[config.mk]
export PLATFORM = sky130hd
export DESIGN_NAME = logic_op_ctrl
export DESIGN_NICKNAME = d
export VERILOG_FILES = /design/src/rtl/logic_op_ctrl.sv
export SDC_FILE = /design/constraint.sdc
export NUM_CORES = 1
export LEC_CHECK = 0
export ABC_AREA = 1
export BUFFER_PORTS_ARGS = -buffer_cell sky130_fd_sc_hd__clkbuf_2
export CORE_ASPECT_RATIO = 2
export CORE_UTILIZATION = 45
export CTS_CLUSTER_SIZE = 40
export DETAILED_ROUTE_END_ITERATION = 7
export GPL_TIMING_DRIVEN = 0
export HOLD_SLACK_MARGIN = 0.02
export PLACE_DENSITY = 0.73
export SLEW_MARGIN = 40
export SYNTH_ARGS = -nofsm -noshare
export SYNTH_HDL_FRONTEND = slang
export SYNTH_SLANG_ARGS = --single-unit
[constraint.sdc]
create_clock -name clk -period 1.9 [get_ports clk]
set_input_delay 0.38 -clock clk [delete_from_list [all_inputs] [get_ports clk]]
set_output_delay 0.38 -clock clk [all_outputs]
set_load 0.1 [all_outputs]
[src/rtl/logic_op_ctrl.sv]
// Multi-cycle issue controller for the 16-bit logic unit: accepts one logic
// instruction, reads both sources, executes through the logic unit and writes back.
module logic_op_ctrl (
    input  logic        clk,
    input  logic        rst_n,
    input  logic        instr_valid,
    output logic        instr_ready,
    input  logic [15:0] instr,
    output logic [3:0]  rf_rd_addr1,
    output logic [3:0]  rf_rd_addr2,
    input  logic [15:0] rf_rd_data1,
    input  logic [15:0] rf_rd_data2,
    output logic [15:0] lu_a,
    output logic [15:0] lu_b,
    output logic [1:0]  lu_op,
    input  logic [15:0] lu_out,
    output logic        rf_we,
    output logic [3:0]  rf_wr_addr,
    output logic [15:0] rf_wr_data,
    output logic        done,
    output logic        illegal,
    output logic        z_flag
);

    typedef enum logic [1:0] {IDLE, READ, EXEC, WB} stateT;

    stateT       state;
    logic [3:0]  rdQ;
    logic [1:0]  opQ;
    logic        legalQ;
    logic [15:0] aQ;
    logic [15:0] bQ;
    logic [15:0] resQ;
    logic [1:0]  decOp;
    logic        decLegal;

    // A select of 00 doubles as "not a logic op", so a zero decode marks the opcode illegal.
    always_comb begin
        decOp = 2'b00;
        case (instr[15:12])
            4'h4:    decOp = 2'b01;
            4'h5:    decOp = 2'b10;
            4'h6:    decOp = 2'b11;
            default: decOp = 2'b00;
        endcase
        decLegal = (decOp != 2'b00);
    end

    assign instr_ready = (state == IDLE);
    assign lu_a        = (state == EXEC) ? aQ  : 16'h0000;
    assign lu_b        = (state == EXEC) ? bQ  : 16'h0000;
    assign lu_op       = (state == EXEC) ? opQ : 2'b00;

    always_ff @(posedge clk or negedge rst_n) begin
        if (!rst_n) begin
            state       <= IDLE;
            rdQ         <= 4'h0;
            opQ         <= 2'b00;
            legalQ      <= 1'b0;
            aQ          <= 16'h0000;
            bQ          <= 16'h0000;
            resQ        <= 16'h0000;
            rf_rd_addr1 <= 4'h0;
            rf_rd_addr2 <= 4'h0;
            rf_we       <= 1'b0;
            rf_wr_addr  <= 4'h0;
            rf_wr_data  <= 16'h0000;
            done        <= 1'b0;
            illegal     <= 1'b0;
            z_flag      <= 1'b0;
        end else begin
            done    <= 1'b0;
            illegal <= 1'b0;
            rf_we   <= 1'b0;
            case (state)
                IDLE: begin
                    if (instr_valid) begin
                        rdQ         <= instr[11:8];
                        opQ         <= decOp;
                        legalQ      <= decLegal;
                        resQ        <= 16'h0000;
                        rf_rd_addr1 <= instr[7:4];
                        rf_rd_addr2 <= instr[3:0];
                        // Illegal opcodes skip straight to write-back to retire quickly.
                        if (decLegal) begin
                            state <= READ;
                        end else begin
                            state      <= WB;
                            done       <= 1'b1;
                            illegal    <= 1'b1;
                            rf_wr_addr <= instr[11:8];
                            rf_wr_data <= 16'h0000;
                        end
                    end
                end
                READ: begin
                    aQ    <= rf_rd_data1;
                    bQ    <= rf_rd_data2;
                    state <= EXEC;
                end
                EXEC: begin
                    resQ       <= lu_out;
                    done       <= 1'b1;
                    rf_we      <= (rdQ != 4'h0);
                    rf_wr_addr <= rdQ;
                    rf_wr_data <= lu_out;
                    state      <= WB;
                end
                WB: begin
                    // r0 writes are suppressed but still update the flag.
                    if (legalQ) begin
                        z_flag <= (resQ == 16'h0000);
                    end
                    state <= IDLE;
                end
                default: state <= IDLE;
            endcase
        end
    end

endmodule

# Yosys cells after proc, flatten, opt, wreduce, memory -nomap -nowiden
# Index checks and enable logic that the tools add are counted.
[word_totals]
regBits = 89
out_inout_bits = 67
inputBits = 67
[classes]
mux = 20
eq_ne = 8
reduce_logical = 9
[ops]
columns = ["cell", "count"]
rows = [
  ["$mux W16", 5],
  ["$pmux W16 S2", 2],
  ["$logic_not A16 Y1", 1],
  ["$eq A4 B3 Y1 const B", 3],
  ["$mux W4", 2],
  ["$pmux W2 S4", 1],
  ["$pmux W4 S2", 1],
  ["$mux W2", 3],
  ["$pmux W2 S3", 1],
  ["$reduce_and A2 Y1", 3],
  ["$eq A2 B2 Y1 const B", 2],
  ["$mux W1", 4],
  ["$ne A2 B2 Y1 const B", 2],
  ["$reduce_bool A2 Y1", 2],
  ["$reduce_bool A4 Y1", 1],
  ["$reduce_and A3 Y1", 1],
  ["$eq A2 B1 Y1 const B", 1],
  ["$logic_not A2 Y1", 1],
  ["$pmux W1 S2", 1],
]

# Logic depth before layout (Yosys ltp)
# Gate-level depths: netlist (run 1).
[logic_depth]
word_depth = 6
mapped_depth = 9
depth_no_buf = 8

# Least setup slack after synthesis (run 1)
# OpenSTA, ideal clock, no wires.
[synth_path]
path_kind = "reg-to-output"
from = "register state[0]"
to = "output lu_a[10]"
path_stages_with_launch = 8
arrival_ps = 1763
slack_ps = -243
required_ps = 1520
cell_sequence = "dfrtp_1 inv_1 ha_1 buf_2 buf_2 buf_2 nand2_1 inv_1"
[synth_between]
elab_chain_cells = 2
[synth_lines]
columns = ["element", "line_no", "rtl"]
rows = [
  ["start, declared", "27", "stateT state;"],
  ["start signal, assigned", "56", "state <= IDLE;"],
  ["start signal, assigned", "86", "state <= READ;"],
  ["start signal, assigned", "88", "state <= WB;"],
  ["$eq A2 B2 Y1", "50", "assign lu_a = (state == EXEC) ? aQ : 16'h0000;"],
  ["$mux W16", "50", ""],
  ["end, declared", "13", "output logic [15:0] lu_a,"],
]
# Every way passes these cells.

# Worst setup path in the final report (run 1)
[layout_path]
from = "register state[1]"
to = "output lu_a[5]"
# Same word-level chain as after synthesis.

==> results.yml, run 1 <==
timing:
  fin_skew_ns: 0.00509
  fmax_ghz: 0.501
  finalWorstSetupSlack_ns: -0.0954
  post-route-period-util_pct: 105
  slew_headroom_pct: 62.6
  rsz0062_at_grt: "true"
  worst_slew_pin_slew_ns: 0.563
  finalHoldViolCount: 0
  maxSlewViolCount: 0
  period_needed_ns: 2.00
  holdWs_ns: 0.245
  setup_violations: 34
global_routing:
  grt_pass1_wl_um: 16700
  grt_pass1_vias: 3582
  track_usage_pct: 24.4
  antenna_found_initial: 0
  grt_max_degree: 57
  grt-ovfl-total: 0
worst_setup_path:
  path_cells: "ha_4 -> buf_12 -> buf_12 -> nand2_2 -> clkinvlp_4 -> clkbuf_16"
  ff2ff_setup_slack_ns: 0.23
  rr_worst_depth: 10
  slowest_stage: "dfrtp_2"
  r2r-end: "resQ[8]$_DFFE_PN0P_"
  cp_num_buf_inv: 4
  endpoint: "lu_a[5]"
  critPathMaxFanout: 10
  critical-path-top-delay-family: "buffers and inverters"
  cpMostUsedCell: "buf_12"
  critPathMaxStageDelay_ns: 0.43
  cp.arrival_ns: 1.62
  cp.required_ns: 1.52
  start_kind: "flop"
  cp-startpoint: "state[1]$_DFFE_PN0P_"
  critPathKind: "reg2out"
  crit_cells: 6
  reg2reg_from: "state[0]$_DFFE_PN0P_"
  end_kind: "output pin"
route:
  drt_wl_total_um: 10600
  num_vias: 3363
  wl_per_cell_um: 15.3
  drc: 0
  drt_iter0_markers: 143
  ant_nets: 0
  dr.pass1.iters: 4
  viasPerCell: 4.85
cts:
  clk_pin_slew_ns: 0.06
  clock-sinks: 89
  cts_root_buf: "clkbuf_16"
  clock_latency_ns: 0.33
  cts_tree: "built"
  htreeDepth: 3
  cts_buffer_depth: 2
  numCtsBuffers: 9
synth:
  syn_area_per_cell_um2: 9.12
  synthCells: 437
  syn_area_um2: 3980
  seq_area_frac_synth_pct: 55.9
  synth_seq_cells: 89
  synth.distinct_cells: 23
  synth_fp_nets: 508
  ys_warn_count: 0
layout:
  final_cell_mix: "119 x nand2_1, 98 x clkbuf_2, 88 x dfrtp_1"
  drive_above_1_share_pct: 48.1
  insertedDiodeCount: 0
  syn_to_final_growth_pct: 56.5
  fin_nets: 662
  final_common_cell: "nand2_1"
run_status:
  violations: "setup timing"
  status: "finished with violations"
die:
  dieHeight_um: 135
  start_util_pct: 46.4
  die_x_um: 68.5
  rows: 48
  io_pins: 134
  dieArea_um2: 9260
  coreArea_um2: 8590
placement:
  gp_congestion: 0.821
  post-place-ws_ns: -0.352
  port_buffers: 133
  detailed_place_hpwl_um: 7020
job:
  drv_cap: 0
min_path:
  min_from: "instr[5]"
  hp-class: "in2reg"
## kinds of logic (layout without fill, tap and decap cells)
kind of cell	after synthesis	after routing	synth area share, %
AOI/OAI and AO/OA	29	29	3.77
DFF	89	89	55.9
buffers and inverters	88	244	10.1
adders and majority gates	4	4	1.26
and+or+nand+nor	195	195	19.9
muxes	32	32	9.05
## flip-flops by register name, indices dropped and copies added, names as in the netlist
register	count
rf_rd_addr2	4
rdQ	4
bQ	16
done	1
legalQ	1
aQ	16
rf_wr_data	16
state	2
illegal	1
rf_rd_addr1	4
rf_wr_addr	4
rf_we	1
opQ	2
resQ	16
z_flag	1
## worst register-to-register path: cells and delay by family, from the launching register on
family	cells	cell delay, ns
AO/OA/AOI/OAI	1	0.06
buffers and inverters	5	0.71
AND/OR/NAND/NOR	3	0.24
adder cells (fa/ha/maj)	1	0.15
flip-flops	1	0.39
## Yosys cell counts, drive strengths merged
library cell | number | area share, %
a21oi | 1 | 0.13
buf | 20 | 3.5
clkbuf | 1 | 0.13
clkinv | 1 | 0.22
dfrtp | 89 | 56
ha | 4 | 1.3
inv | 66 | 6.3
mux2 | 32 | 9.0
nand2 | 158 | 16
nand3 | 22 | 2.8
nor2 | 14 | 1.3
o211ai | 1 | 0.19
o21ai | 26 | 3.3
o31ai | 1 | 0.19
or2 | 1 | 0.16
## what timing repair did
| action | CTS | global route |
|---|---|---|
| setup buffers | 9 | 0 |
| pin swaps | 1 | 1 |
| hold buffers | 1 | 0 |
| gates cloned | 1 | 0 |
| hold endpoints to repair | 33 | 0 |
| resized for setup | 170 | 8 |
| setup endpoints to repair | 35 | 35 |
## worst min path at each step
| stage | endpoint | cells after the start |
|---|---|---|
| after floorplan | aQ[0]$_DFFE_PN0N_ | 0 |
| after global routing | rf_rd_addr1[0]$_DFFE_PN0P_ | 3 |
| final | rf_rd_addr1[1]$_DFFE_PN0P_ | 3 |
| after CTS | rf_rd_addr1[1]$_DFFE_PN0P_ | 3 |
| after global placement | rf_rd_addr1[0]$_DFFE_PN0P_ | 2 |
| after detailed placement | bQ[4]$_DFFE_PN0N_ | 1 |
## area by class of cell
type / instances / area [um^2]
fill: 612 / 2350
sequential: 89 / 2230
multi-input combinational: 260 / 1560
timing repair buffer: 145 / 1490
inverter: 67 / 387
clock buffer: 12 / 246
buffer: 19 / 193
tap: 100 / 125
clock inverter: 1 / 5.00
## per-stage QoR
step	area [um^2]	TNS, ns	instances	utilization (%)
final	6230	-2.26	693	72.6
after global routing	6230	-3.98	693	72.6
after detailed placement	4960	-10.09	671	57.7
after global placement	4920	-54.98	670	57.3
after floorplan	4130	-1.36	437	-
after CTS	6220	-2.54	694	72.5
## routing by layer
| metal | GRT usage (%) | up-vias | share of wire [%] |
|---|---|---|---|
| met2 | 45.1 | 100 | 56 |
| li1 | - | 1637 | - |
| met1 | 26.0 | 1609 | 37 |
| met3 | 4.81 | 17 | 5.1 |
| met5 | 0 | - | 0 |
| met4 | 8.56 | 0 | 1.8 |
Power of run 1 is left out: the tool's default activity adds up to more than one toggle a clock period on the data nets, which glitch-free logic cannot reach.
==> run 2, diff against run 1 <==
--- a/config.mk
+++ b/config.mk
@@ -5,7 +5,6 @@
 export SDC_FILE = /design/constraint.sdc
 export NUM_CORES = 1
 export LEC_CHECK = 0
-export ABC_AREA = 1
 export BUFFER_PORTS_ARGS = -buffer_cell sky130_fd_sc_hd__clkbuf_2
 export CORE_ASPECT_RATIO = 2
 export CORE_UTILIZATION = 45
==> results.yml, run 2 <==
die:
  dieHeight_um: 131
  die_x_um: 66.7
  dieArea_um2: 8750
  coreArea_um2: 8000
  io_pins: 134
  rows: 46
  start_util_pct: 47.0
global_routing:
  track_usage_pct: 23.8
  grt_pass1_wl_um: 15400
  grt_pass1_vias: 3029
  grt_max_degree: 49
  antenna_found_initial: 0
  grt-ovfl-total: 0
synth:
  synth_edf_count: 0
  synth_area_leaders: "dfrtp_1 59%, mux2_2 13%, a22o_1 7.4%, and2_1 5.8%, buf_6 1.5%"
  syn_area_um2: 3760
  synth-main-ff-cell: "dfrtp_1"
  synth_seq_cells: 89
  syn_area_per_cell_um2: 14.1
  ys_warn_count: 0
  synth_top_area_share_pct: 59.2
  synth.most_common_cell: "dfrtp_1"
  synth_commonest_cells: "89 x dfrtp_1, 44 x mux2_2, 35 x and2_1"
  synthArstFlopShare_pct: 100
  synth_area_leader_cell: "dfrtp_1"
  synthCells: 266
  seq_area_frac_synth_pct: 59.2
  synth_fp_nets: 337
  synth.distinct_cells: 33
timing:
  fmax_ghz: 0.498
  maxSlewViolCount: 0
  setup_violations: 29
  period_needed_ns: 2.01
  worst_slew_pin_slew_ns: 0.568
  post-route-period-util_pct: 106
  finalHoldViolCount: 0
  slew_headroom_pct: 62.3
  finalWorstSetupSlack_ns: -0.106
  rsz0062_at_grt: "true"
  fin_skew_ns: 0.00346
run_status:
  status: "finished with violations"
  violations: "setup timing"
layout:
  fin_nets: 495
  n_fill_cell: 478
  stdcell_count: 525
  final_cell_mix: "97 x clkbuf_2, 89 x dfrtp_1, 44 x mux2_2"
  syn_to_final_growth_pct: 56.9
  insertedDiodeCount: 0
  final_common_cell: "clkbuf_2"
  drive_above_1_share_pct: 64.3
  fin_area_um2: 5900
worst_setup_path:
  end_kind: "output pin"
  critPathMaxStageDelay_ns: 0.43
  cp.required_ns: 1.52
  cpMostUsedCell: "clkbuf_16"
  cp_num_buf_inv: 3
  slowest_stage: "dfrtp_1"
  path_cells: "ha_4 -> clkbuf_16 -> clkbuf_16 -> and2_4 -> clkbuf_16"
  cp.arrival_ns: 1.63
  critPathMaxFanout: 8
  critPathKind: "reg2out"
  critical-path-top-delay-family: "buffers and inverters"
  start_kind: "flop"
route:
  ant_nets: 0
  dr.pass1.iters: 5
  wl_per_cell_um: 18.5
  num_vias: 2745
  drt_wl_total_um: 9700
  drc: 0
  viasPerCell: 5.23
  drt_iter0_markers: 82
placement:
  gp_congestion: 0.731
  port_buffers: 133
  placed_area_um2: 4650
  dp_cells: 496
  detailed_place_hpwl_um: 6290
cts:
  cts_tree: "built"
  htreeDepth: 3
  clk_pin_slew_ns: 0.06
  cts_root_buf: "clkbuf_16"
  cts_buffer_depth: 2
  clock-sinks: 89
  numCtsBuffers: 9
  clock_latency_ns: 0.33
job:
  drv_cap: 0
min_path:
  hp-class: "in2reg"
run 2: cell count changes after synthesis, sizes merged, moves of 9 or more:
cell   change
a22o      +32
and2      +36
buf        -9
inv       -63
mux2      +14
nand2    -151
nand3     -22
nor2      -12
o21ai     -19
run 2: final cells by class:
cell class,instances,area [um^2],area share [%]
sequential,89,2230,37.7
inverter,3,11.3,0.191
tap,96,120,2.03
buffer,16,205,3.48
clock buffer,10,239,4.05
multi-input combinational,158,1520,25.8
timing repair buffer,147,1490,25.2
clock inverter,6,90.1,1.53
run 2: path summary, 6_finish.rpt:
kind / startpoint / end / slack, ns / depth (start not counted)
worst max-delay path: state[1]$_DFFE_PN0P_ / lu_b[4] / -0.11 / 5
worst min-delay path: rf_rd_data2[14] / bQ[14]$_DFFE_PN0N_ / 0.28 / 2
worst max register to register: state[0]$_DFFE_PN0P_ / rf_wr_data[14]$_DFFE_PN0P_ / 0.04 / 10
worst min register to register: z_flag$_DFFE_PN0P_ / z_flag$_DFFE_PN0P_ / 0.48 / 2
max in group asynchronous: rst_n / resQ[3]$_DFFE_PN0P_ / 0.82 / 3
min in group asynchronous: rst_n / aQ[14]$_DFFE_PN0N_ / 0.53 / 2
run 2: logic make-up after synthesis:
group,count (synthesis),synth area share [%]
compound gates,51,12.8
flops,89,59.2
mux,46,13.8
buf+inv,19,3.23
fa+ha+maj,4,1.33
xor+xnor,1,0.233
simple gates,56,9.45
run 2: what timing repair did:
action	in CTS	in global routing
gates cloned	4	0
endpoints found under the setup margin	36	42
setup buffers	6	2
endpoints found under the hold margin	41	0
gates resized for setup	127	17
hold buffers	1	0
pin swaps	7	6
run 2: stage by stage:
stage	setup TNS, ns	utilization (%)	hold WS [ns]	setup slack [ns]
floorplan	-3.51	-	0.0844	-0.168
global placement	-65.79	57.7	0.457	-0.717
detailed placement	-21.70	58.2	0.326	-0.749
CTS	-2.62	72.9	0.246	-0.103
global route	-3.85	73.8	0.272	-0.143
finish	-2.63	73.8	0.277	-0.106
run 2: routing by layer:
metal  global-route usage (%)  routed length, um
met5                        0                  0
met4                     8.87                176
met3                     5.21                489
met2                     43.3               5460
met1                     25.5               3570
Power of run 2 is left out for the same reason.
